### src/rtl/regbank_pkg.sv
// Shared constants and types for the register-bank write side.
package regbank_pkg;

    localparam int WIDTH = 32;
    localparam int NREGS = 32;
    localparam int AW    = 5;

    typedef logic [WIDTH-1:0] word_t;
    typedef logic [AW-1:0]    regaddr_t;

    // One-hot position of a register address.
    function automatic logic [NREGS-1:0] addr_to_onehot(input regaddr_t a);
        logic [NREGS-1:0] one_s;
        one_s = {{(NREGS-1){1'b0}}, 1'b1};
        return one_s << a;
    endfunction

endpackage

### src/rtl/regbank_write_if.sv
// Write-back request bus into the register bank (RegWrite, address, data).
interface regbank_write_if;
    import regbank_pkg::*;

    logic     we;
    regaddr_t wa;
    word_t    wd;

    modport master (output we, output wa, output wd);
    modport slave  (input  we, input  wa, input  wd);

endinterface

### src/rtl/decoder5.sv
// 5-to-32 one-hot decoder with enable; write-side twin of the read mux tree.
module decoder5
    import regbank_pkg::*;
(
    input  logic             i_en,
    input  regaddr_t         i_addr,
    output logic [NREGS-1:0] o_onehot
);

    // Select one line when enabled, all zero otherwise.
    always_comb begin
        o_onehot = '0;
        if (i_en) begin
            o_onehot = addr_to_onehot(i_addr);
        end else begin
            o_onehot = '0;
        end
    end

endmodule

### src/rtl/regbank_write.sv
// Register-bank write side: decode, 31 storage registers (r0 hardwired to 0).
// Optional one-entry write buffer selected by macro REGBANK_WRITE_BUFFER_EN.
module regbank_write
    import regbank_pkg::*;
(
    input  logic                   clk,
    input  logic                   reset,
    regbank_write_if.slave         bus,
    output logic [NREGS*WIDTH-1:0] q,
    output logic [NREGS-1:0]       wen,
    output logic                   fwd_valid,
    output regaddr_t               fwd_addr,
    output word_t                  fwd_data,
    output logic                   wz_err
);

    logic [NREGS-1:0] w_dec;
    logic [NREGS-1:1] w_commit_wen;
    word_t            w_commit_data;
    word_t            r_regs [1:NREGS-1];
    logic             r_wz_err;
    logic             w_wz_hit;

    decoder5 u_dec (
        .i_en     (bus.we),
        .i_addr   (bus.wa),
        .o_onehot (w_dec)
    );

    // Register 0 is never a write target, so its enable line is masked.
    always_comb begin
        wen = w_dec & ~{{(NREGS-1){1'b0}}, 1'b1};
    end

    assign w_wz_hit = bus.we && (bus.wa == {AW{1'b0}});

`ifdef REGBANK_WRITE_BUFFER_EN
    logic [NREGS-1:1] r_buf_wen;
    regaddr_t         r_buf_addr;
    word_t            r_buf_data;

    // Capture the request this edge; it commits to storage on the next edge.
    always_ff @(posedge clk) begin
        if (reset) begin
            r_buf_wen  <= '0;
            r_buf_addr <= {AW{1'b0}};
            r_buf_data <= {WIDTH{1'b0}};
        end else begin
            r_buf_wen  <= wen[NREGS-1:1];
            r_buf_addr <= bus.wa;
            r_buf_data <= bus.wd;
        end
    end

    assign w_commit_wen  = r_buf_wen;
    assign w_commit_data = r_buf_data;
    assign fwd_valid     = |r_buf_wen;
    assign fwd_addr      = r_buf_addr;
    assign fwd_data      = r_buf_data;
`else
    assign w_commit_wen  = wen[NREGS-1:1];
    assign w_commit_data = bus.wd;
    assign fwd_valid     = 1'b0;
    assign fwd_addr      = {AW{1'b0}};
    assign fwd_data      = {WIDTH{1'b0}};
`endif

    // Storage: reset wins over any write in the same cycle.
    always_ff @(posedge clk) begin
        if (reset) begin
            for (int i = 1; i < NREGS; i++) begin
                r_regs[i] <= {WIDTH{1'b0}};
            end
        end else begin
            for (int i = 1; i < NREGS; i++) begin
                if (w_commit_wen[i]) begin
                    r_regs[i] <= w_commit_data;
                end
            end
        end
    end

    // Sticky flag for attempted writes to register 0, cleared only by reset.
    always_ff @(posedge clk) begin
        if (reset) begin
            r_wz_err <= 1'b0;
        end else if (w_wz_hit) begin
            r_wz_err <= 1'b1;
        end
    end

    assign wz_err = r_wz_err;

    // Flatten storage; slot 0 is the hardwired zero register.
    always_comb begin
        q = '0;
        for (int i = 1; i < NREGS; i++) begin
            q[i*WIDTH +: WIDTH] = r_regs[i];
        end
    end

endmodule

### src/flat_wrapper.sv
// flat-port wrapper written by rule: the top's interface ports become plain ports
module regbank_write_flat import regbank_pkg::*;
  (clk, reset, q, wen, fwd_valid, fwd_addr, fwd_data, wz_err, bus_we, bus_wa, bus_wd);
  regbank_write_if bus_i ();
  input  logic clk;
  input  logic reset;
  output logic [NREGS*WIDTH-1:0] q;
  output logic [NREGS-1:0] wen;
  output logic fwd_valid;
  output regaddr_t fwd_addr;
  output word_t fwd_data;
  output logic wz_err;
  input wire logic [$bits(bus_i.we)-1:0] bus_we;
  input wire logic [$bits(bus_i.wa)-1:0] bus_wa;
  input wire logic [$bits(bus_i.wd)-1:0] bus_wd;
  assign bus_i.we = bus_we;
  assign bus_i.wa = bus_wa;
  assign bus_i.wd = bus_wd;
  regbank_write u_core (.clk(clk), .reset(reset), .bus(bus_i), .q(q), .wen(wen), .fwd_valid(fwd_valid), .fwd_addr(fwd_addr), .fwd_data(fwd_data), .wz_err(wz_err));
endmodule
### config.mk
export PLATFORM = sky130hd
export DESIGN_NAME = regbank_write_flat
export DESIGN_NICKNAME = d
export VERILOG_FILES = /design/src/rtl/regbank_pkg.sv /design/src/rtl/regbank_write_if.sv /design/src/rtl/decoder5.sv /design/src/rtl/regbank_write.sv /design/src/flat_wrapper.sv
export SDC_FILE = /design/constraint.sdc
export NUM_CORES = 1
export LEC_CHECK = 0
export CAP_MARGIN = 20
export CORE_AREA = 5 5 444 446
export DETAILED_ROUTE_END_ITERATION = 10
export DIE_AREA = 0 0 449 451
export HOLD_SLACK_MARGIN = 0.05
export SLEW_MARGIN = 30
export SYNTH_ARGS = -nofsm -noshare
export SYNTH_HDL_FRONTEND = slang
export SYNTH_HIERARCHICAL = 1
export SYNTH_SLANG_ARGS = --single-unit
### constraint.sdc
create_clock -name clk -period 1.6 [get_ports clk]
set_input_delay 0.16 -clock clk [delete_from_list [all_inputs] [get_ports clk]]
set_output_delay 0.16 -clock clk [all_outputs]
set_load 0.05 [all_outputs]
==> results of run 1 <==
-- flip-flops by register name, indices dropped and copies added, names as in the netlist --
signal	cells
u_core/r_regs	992
u_core/wz_err	1
-- how the worst max path moves through the flow --
stage               slack [ps]                     to                  start  cells past startpoint
finish                     -50                 q[223]  u_core/r_regs[0][191]                      1
global route              -160                 q[223]  u_core/r_regs[0][191]                      1
CTS                       -250                 q[191]  u_core/r_regs[0][159]                      1
detailed placement        -850  u_core/r_regs[0][882]              bus_wa[1]                      8
global placement          -800  u_core/r_regs[0][880]              bus_wa[1]                      8
floorplan                 -200  u_core/r_regs[0][100]              bus_wa[0]                      3
-- per-stage QoR --
step | instance area (um^2) | total power (uW)
3_5_place_dp | 52100 | 42400
2_1_floorplan | 39000 | 37700
5_1_grt | 56500 | 68900
6_report | 56500 | 66900
4_1_cts | 56400 | 67600
3_3_place_gp | 52100 | 42300
-- layout make-up --
| class | instances | area share |
|---|---|---|
| clock inverters | 63 | 0.0137 |
| repair buffers | 1348 | 0.218 |
| diodes | 5 | 0.000221 |
| flip-flops and latches | 993 | 0.528 |
| well taps | 2526 | 0.0559 |
| inverters | 1 | 0.0000664 |
| clock buffers | 131 | 0.0482 |
| multi-input cells | 1171 | 0.136 |
-- routing by layer --
layer / vias to the layer above / routed length (um) / share of wire
met5: - / 30 / 0.00017
met4: 2 / 5940 / 0.034
met3: 243 / 15200 / 0.088
met2: 1450 / 91000 / 0.53
met1: 12561 / 60500 / 0.35
li1: 10427 / - / -
-- timing repair --
action                                 4_1_cts  5_1_grt
setup endpoints to repair                  121       34
buffers inserted                            17        6
endpoints found under the hold margin      473        0
cloned                                       0        0
pin swaps                                   16       10
resized for setup                          103       11
hold buffers                                36        0
-- power by group --
part | switching, uW | leakage [uW] | internal, uW
Sequential | 554 | 0.00947 | 30000
Clock | 10800 | 0.00167 | 14300
Combinational | 8560 | 0.0107 | 2710
==> metrics.yaml, run 1 <==
outcome:
  status: "finished, violations left"
  violations: "negative setup slack"
timing:
  finalCriticalPeriod_ps: 1650
  hold_ws_ps: 252
  postLayoutSetupSlackWorst_ps: -51.3
  worst_slew_pin_slew_ps: 838
  maxSlewViolCount: 0
  worst_clock_skew_ps: 0
  maxClockFrequency_ghz: 0.606
  setup_viol: 4
  min_period_over_period: 1.03
  hold_viol: 0
  rsz0062_at_grt: "yes"
  max_slew_margin: 0.442
  finalSetupTns_ps: -128
setup_path:
  r2r_slack_ps: 930
  r2r_end: "u_core/wz_err"
  worst-path-max-fanout: 1
  reg2reg_from: "u_core/wz_err"
  slowest_stage: "edfxtp_1"
  crit_path_start_kind: "flip-flop"
  arrival_ps: 1490
  worstSetupPathType: "reg2out"
  critPathMaxStageDelay_ps: 540
  end_kind: "output pin"
  cp_num_buf_inv: 1
  crit_required_ps: 1440
  r2r_cells: 1
  path_delay_family: "flip-flops"
  path_cells: "buf_6"
cells_and_area:
  final_util: 0.294
  nNetsFinal: 3659
  syn2layout_area_growth_pct: 47.8
  ff_latch_area_um2: 29800
  multiInputGateArea_um2: 7700
  layout.cells.non_filler: 6238
  drive_gt1_frac: 0.423
  fillers: 19193
  layout_commonest_cell: "buf_4"
  final_cell_mix: "1042 x buf_4, 992 x and2_1, 992 x edfxtp_1, 150 x buf_12, 105 x clkbuf_16"
synth:
  synthCells: 2365
  synth_warnings: 6
  synth_area_per_cell_um2: 16.2
  synthesis.area_um2: 38200
hold_path:
  hold_depth: 3
  holdCritPathClass: "in2reg"
  min_to: "u_core/r_regs[0][391]"
  min_from: "bus_wd[7]"
clock_network:
  cts_tree: "done"
  clk_pin_slew_worst_paths_ps: 60
  cts-htree-levels: 3
  cts_buffer_depth: 3
  clk_root_buffer_cell: "clkbuf_16"
  clock-sinks: 993
  cts_buffers: 104
  worstSkewPairLatency_ps: 740
power:
  p_per_area_nw_per_um2: 1180
  leakage_uw: 0.0218
  vdd_ir_drop_max_mv: 0.827
global_route:
  overflow: 0
  gr-usage-met2: 0.299
  use_met3: 0.0388
  grt_pass1_wl_um: 225000
  grtUsageTotal: 0.163
  grt_pass1_vias: 24428
  grt_max_degree: 33
  antenna_found_initial: 34
  busiest_layer: "met2"
  use_met1: 0.184
drt:
  firstDrtPassIters: 6
  routed_wl_um: 173000
  vias: 24683
  ant_nets: 0
  dr.first_iter.drc_count: 2527
  vias_per_cell: 3.96
  drc: 0
  wire_per_inst_um: 27.7
placement:
  portBuffers: 1063
  place.gp.congestion: 0.792
  place_worst_setup_slack_ps: -851
  dp_cells: 5982
  place_hpwl_um: 122000
floorplanning:
  pin_count: 1135
  die_h_um: 451
  dieArea_um2: 202000
  fp.dieW_um: 449
  row_count: 161
  start_util: 0.199
  core_area_um2: 192000
run:
  max_cap_viol_count: 0
Note: power is estimated with default switching activity, not from simulation.
==> run 2, diff against run 1 <==
--- a/config.mk
+++ b/config.mk
@@ -6,9 +6,9 @@
 export NUM_CORES = 1
 export LEC_CHECK = 0
 export CAP_MARGIN = 20
-export CORE_AREA = 5 5 444 446
+export CORE_AREA = 3 3 442 444
 export DETAILED_ROUTE_END_ITERATION = 10
-export DIE_AREA = 0 0 449 451
+export DIE_AREA = 0 0 445 447
 export HOLD_SLACK_MARGIN = 0.05
 export SLEW_MARGIN = 30
 export SYNTH_ARGS = -nofsm -noshare
==> run 2 against run 1 <==
The flow still finishes with violations (negative setup slack). Sequential power about the same. Setup slack got worse by 72 ps. Non-clock buffer count decreased by 15. Cell area about the same. Fmax decreased by 4.2%. Clock skew unchanged.
==> metrics.yaml, run 2 (synthesis gave the netlist of run 1 again) <==
power:
  leakage_uw: 0.0218  # -0.32%
  p_per_area_nw_per_um2: 1170  # -0.81%
  vdd_ir_drop_max_mv: 1.03  # +24%
  fin_total_pwr_uw: 66300  # -0.83%
global_route:
  grt_pass1_vias: 24254  # -0.71%
  overflow: 0  # unchanged
  grt_max_degree: 33  # unchanged
  grtUsageTotal: 0.166  # +0.00289
  antenna_found_initial: 33  # -2.9%
  grt_pass1_wl_um: 222000  # -1.3%
cells_and_area:
  syn2layout_area_growth_pct: 47.7  # about the same
  regMostFlops: "u_core/r_regs"
  final_cell_mix: "1030 x buf_4, 992 x and2_1, 992 x edfxtp_1, 168 x buf_12, 107 x clkbuf_16"
  drive_gt1_frac: 0.419  # -0.00406
  layout_commonest_cell: "buf_4"
  fillers: 19166  # -0.14%
  largest_register_ffs: 992  # unchanged
  nNetsFinal: 3646  # -0.36%
timing:
  max_slew_margin: 0.525  # +0.0832
  maxSlewViolCount: 0  # unchanged
  worst_slew_pin_slew_ps: 713  # -125 ps
  rsz0062_at_grt: "yes"
  maxClockFrequency_ghz: 0.580  # -4.2%
  postLayoutSetupSlackWorst_ps: -124  # -72.3 ps
  setup_viol: 10  # +6
  min_period_over_period: 1.08  # +0.0452
  finalCriticalPeriod_ps: 1720  # +72.3 ps
  worst_clock_skew_ps: 0  # unchanged
  hold_viol: 0  # unchanged
  hold_ws_ps: 122  # -129 ps
run:
  max_cap_viol_count: 0  # unchanged
clock_network:
  clk_pin_slew_worst_paths_ps: 60  # about the same
  cts_tree: "done"
  clk_root_buffer_cell: "clkbuf_16"
  worstSkewPairLatency_ps: 710  # -30 ps
  cts_buffers: 106  # +1.9%
  clock-sinks: 993  # unchanged
  cts-htree-levels: 3  # unchanged
  cts_buffer_depth: 3  # unchanged
floorplanning:
  dieArea_um2: 199000  # -1.8%
  die_h_um: 447  # -0.89%
  start_util: 0.199  # +0.000209
  core_area_um2: 192000  # -0.11%
  fp.dieW_um: 445  # -0.89%
  pin_count: 1135  # unchanged
  row_count: 161  # unchanged
setup_path:
  worstSetupPathType: "reg2out"
  critPathMaxStageDelay_ps: 610  # +70 ps
  path_cells: "buf_6"
  path_delay_family: "flip-flops"
  arrival_ps: 1560  # +70 ps
  crit_path_start_kind: "flip-flop"
  crit_required_ps: 1440  # about the same
  worst-path-max-fanout: 1  # unchanged
  slowest_stage: "edfxtp_1"
  cp_num_buf_inv: 1  # unchanged
  end_kind: "output pin"
placement:
  place_hpwl_um: 122000  # -0.23%
  place.gp.congestion: 0.807  # +1.9%
  portBuffers: 1063  # unchanged
  place_worst_setup_slack_ps: -856  # -4.37 ps
drt:
  firstDrtPassIters: 5  # -1
  vias_per_cell: 3.97  # +0.27%
  vias: 24793  # +0.45%
  ant_nets: 0  # unchanged
  dr.first_iter.drc_count: 2676  # +5.9%
  routed_wl_um: 172000  # -0.29%
  drc: 0  # unchanged
  wire_per_inst_um: 27.5  # -0.47%
hold_path:
  holdCritPathClass: "in2reg"
outcome:
  status: "finished, violations left"
  violations: "negative setup slack"
==> run 2: changes by cell type in the layout (fill, tap and decap cells not counted), moves of 6 or more <==
| cell | change |
|---|---|
| diode_2 | +30 |
| buf_12 | +18 |
| buf_6 | -16 |
| buf_4 | -12 |
| clkinv_1 | +7 |
| clkinv_2 | -6 |
==> run 2: what timing repair did <==
action | in CTS | in global routing
resized for setup | 88 | 7
pin swaps | 8 | 7
hold endpoints to repair | 442 | 1
setup buffers | 9 | 2
hold buffers | 30 | 1
setup endpoints to repair | 145 | 28
==> run 2: layout make-up <==
class | instances | area, um^2 | area share
Antenna cell | 35 | 87.6 | 0.00155
Clock buffer | 134 | 2780 | 0.0492
Clock inverter | 56 | 599 | 0.0106
Inverter | 1 | 3.75 | 0.0000664
Multi-Input combinational cell | 1171 | 7690 | 0.136
Sequential cell | 993 | 29800 | 0.528
Tap cell | 2526 | 3160 | 0.0559
Timing Repair Buffer | 1333 | 12400 | 0.219
==> run 2: through the flow <==
step	utilization	setup TNS (ps)	instances	area, um^2
after CTS	0.294	-2820	6211	56400
after global placement	0.273	-1305290	5982	52400
after detailed placement	0.273	-1312640	5982	52400
after global routing	0.294	-1930	6220	56400
final	0.294	-496	6249	56500
after floorplan	-	-116890	2435	39000
==> run 2: power breakdown <==
| group | internal, uW | leakage, uW | switching (uW) |
|---|---|---|---|
| combinational | 2720 | 0.0107 | 8570 |
| sequential | 30000 | 0.00947 | 550 |
| clock | 13800 | 0.00163 | 10700 |
==> run 2: worst paths after layout <==
check	cells after the start	from	slack [ps]	endpoint
max	1	u_core/r_regs[0][66]	-120	q[98]
min	2	bus_wd[26]	120	u_core/r_regs[0][858]
max reg2reg	2	u_core/wz_err	390	u_core/wz_err
min reg2reg	2	u_core/wz_err	1090	u_core/wz_err
==> run 2: layer usage <==
metal / GRT usage / wire, um / share of wire
met1: 0.193 / 61600 / 0.36
met2: 0.296 / 89200 / 0.52
met3: 0.0408 / 16100 / 0.094
met4: 0.0575 / 5240 / 0.030
met5: 0 / 0 / 0
==> run 3, diff against run 2 <==
--- a/config.mk
+++ b/config.mk
@@ -6,9 +6,9 @@
 export NUM_CORES = 1
 export LEC_CHECK = 0
 export CAP_MARGIN = 20
-export CORE_AREA = 3 3 442 444
+export CORE_AREA = 3 3 444 446
 export DETAILED_ROUTE_END_ITERATION = 10
-export DIE_AREA = 0 0 445 447
+export DIE_AREA = 0 0 447 449
 export HOLD_SLACK_MARGIN = 0.05
 export SLEW_MARGIN = 30
 export SYNTH_ARGS = -nofsm -noshare
==> run 3 against run 2 <==
The run ends with antenna violations, negative setup slack left. Clock power about the same. Total power about the same. Global-route usage about the same. Routed wire length up 0.16%. Cell area shrank 0.25%. Clock skew stayed put. Count of clock-buffer cells in the layout is 5 lower.
==> metrics.yaml, run 3 (synthesis gave the netlist of run 1 again) <==
placement:
  portBuffers: 1063  # unchanged
  place_hpwl_um: 120000  # -1.3%
  dp_cells: 5976  # -0.10%
  place_area_um2: 52100  # -0.51%
  place.gp.congestion: 0.813  # +0.64%
setup_path:
  slowest_stage: "edfxtp_1"
  path_delay_family: "flip-flops"
  r2r_cells: 2  # unchanged
  worstSetupPathType: "reg2out"
  crit_path_start_kind: "flip-flop"
  worst-path-max-fanout: 1  # unchanged
  r2r_slack_ps: 370  # -20 ps
  reg2reg_from: "u_core/wz_err"
  end_kind: "output pin"
  crit_required_ps: 1440  # about the same
  critPathMaxStageDelay_ps: 620  # about the same
  path_cells: "buf_6"
  arrival_ps: 1560  # about the same
  cp_num_buf_inv: 1  # unchanged
  r2r_end: "u_core/wz_err"
timing:
  postLayoutSetupSlackWorst_ps: -121  # +2.81 ps
  max_slew_margin: 0.462  # -0.0624
  hold_viol: 0  # unchanged
  setup_viol: 4  # -6
  min_period_over_period: 1.08  # -0.00175
  maxClockFrequency_ghz: 0.581  # +0.16%
  maxSlewViolCount: 0  # unchanged
  worst_slew_pin_slew_ps: 806  # +93.5 ps
  rsz0062_at_grt: "yes"
  worst_clock_skew_ps: 0  # unchanged
  finalCriticalPeriod_ps: 1720  # -2.81 ps
cells_and_area:
  nNetsFinal: 3645  # -0.027%
  regMostFlops: "u_core/r_regs"
  final_cell_mix: "1041 x buf_4, 992 x and2_1, 992 x edfxtp_1, 152 x buf_12, 105 x clkbuf_16"
  syn2layout_area_growth_pct: 47.4
  fillers: 19294  # +0.67%
  stdcell_area_um2: 56400  # -0.25%
  layout.cells.non_filler: 6252  # +0.048%
  largest_register_ffs: 992  # unchanged
  layout_commonest_cell: "buf_4"
  drive_gt1_frac: 0.418  # about the same
power:
  leakage_uw: 0.0217  # -0.18%
  vdd_ir_drop_max_mv: 0.829  # -19%
  p_per_area_nw_per_um2: 1180  # +0.24%
clock_network:
  clk_root_buffer_cell: "clkbuf_16"
  clk_pin_slew_worst_paths_ps: 70  # about the same
  cts-htree-levels: 3  # unchanged
  cts_buffer_depth: 3  # unchanged
  cts_tree: "done"
  worstSkewPairLatency_ps: 750  # +40 ps
  clock-sinks: 993  # unchanged
  cts_buffers: 105  # -0.94%
global_route:
  grt_pass1_wl_um: 224000  # +1.0%
  antenna_found_initial: 26  # -21%
  grtUsageTotal: 0.166  # about the same
  grt_max_degree: 33  # unchanged
  grt_pass1_vias: 24228  # -0.11%
  overflow: 0  # unchanged
floorplanning:
  row_count: 161  # unchanged
  fp.dieW_um: 447  # +0.45%
  die_h_um: 449  # +0.45%
  dieArea_um2: 201000  # +0.90%
  start_util: 0.198  # -0.00104
  core_area_um2: 193000  # +0.53%
  pin_count: 1135  # unchanged
drt:
  vias: 24866  # +0.29%
  wire_per_inst_um: 27.6  # +0.11%
  dr.first_iter.drc_count: 2602  # -2.8%
  ant_nets: 1  # +1
  drc: 0  # unchanged
  routed_wl_um: 172000  # +0.16%
  vias_per_cell: 3.98  # +0.25%
  firstDrtPassIters: 6  # +1
outcome:
  violations: "antenna violations, negative setup slack"
  status: "finished, violations left"
hold_path:
  hold_depth: 2  # unchanged
  holdCritPathClass: "in2reg"
  min_from: "bus_wd[27]"
  min_to: "u_core/r_regs[0][347]"
run:
  max_cap_viol_count: 0  # unchanged
run 3: cell types whose count changed in the layout (fill, tap and decap cells not counted), moves of 3 or more:
cell / delta
clkinv_2: +5
clkbuf_1: -5
buf_8: +3
buf_12: -16
clkinv_1: +4
buf_4: +11
run 3: through the flow:
step	total power, uW	util	hold slack (ps)	setup WS [ps]	TNS, ps
6_report	66300	0.292	121	-121	-215
5_1_grt	68100	0.292	68.1	-219	-886
4_1_cts	67000	0.291	51.1	-282	-1630
3_5_place_dp	42400	0.270	539	-896	-1287960
3_3_place_gp	42300	0.270	514	-1250	-1294600
2_1_floorplan	37700	-	314	-197	-116890
run 3: how the worst max path moves through the flow:
stage                     startpoint                    end  slack, ps  cells past startpoint
6_report       u_core/r_regs[0][319]                 q[351]       -120                      1
5_1_grt        u_core/r_regs[0][319]                 q[351]       -220                      1
4_1_cts        u_core/r_regs[0][319]                 q[351]       -280                      1
3_5_place_dp               bus_wa[3]  u_core/r_regs[0][945]       -900                      6
3_3_place_gp               bus_wa[3]  u_core/r_regs[0][928]      -1250                      6
2_1_floorplan              bus_wa[0]  u_core/r_regs[0][100]       -200                      3
run 3: timing repair:
action / in CTS / in global routing
buffers inserted: 23 / 2
pin swaps: 18 / 8
hold endpoints to repair: 549 / 0
resized for setup: 96 / 5
setup endpoints to repair: 169 / 24
hold buffers: 33 / 0
run 3: cell type report:
class	count	area [um^2]	share of cell area
Antenna cell	36	90.1	0.00160
Clock buffer	129	2740	0.0486
Clock inverter	63	651	0.0115
Inverter	1	3.75	0.0000666
Multi-Input combinational cell	1171	7710	0.137
Sequential cell	993	29800	0.529
Tap cell	2526	3160	0.0561
Timing Repair Buffer	1333	12200	0.216
run 3: worst reg2reg max path: stages, from the launching register on:
cell,delay (ps)
dfxtp_1,350
a32o_1,220
dlygate4sd3_1,550
run 3: report_power, final:
group          internal (uW)  switching [uW]  total [uW]
sequential             30000             529       30600
clock                  13700           10800       24400
combinational           2710            8620       11300
run 3: layer usage:
layer / vias up / wire length [um] / global-route usage
met5: - / 0 / 0
met4: 0 / 5210 / 0.0546
met3: 224 / 16400 / 0.0413
met2: 1562 / 90200 / 0.301
met1: 12619 / 60700 / 0.189
li1: 10461 / - / -
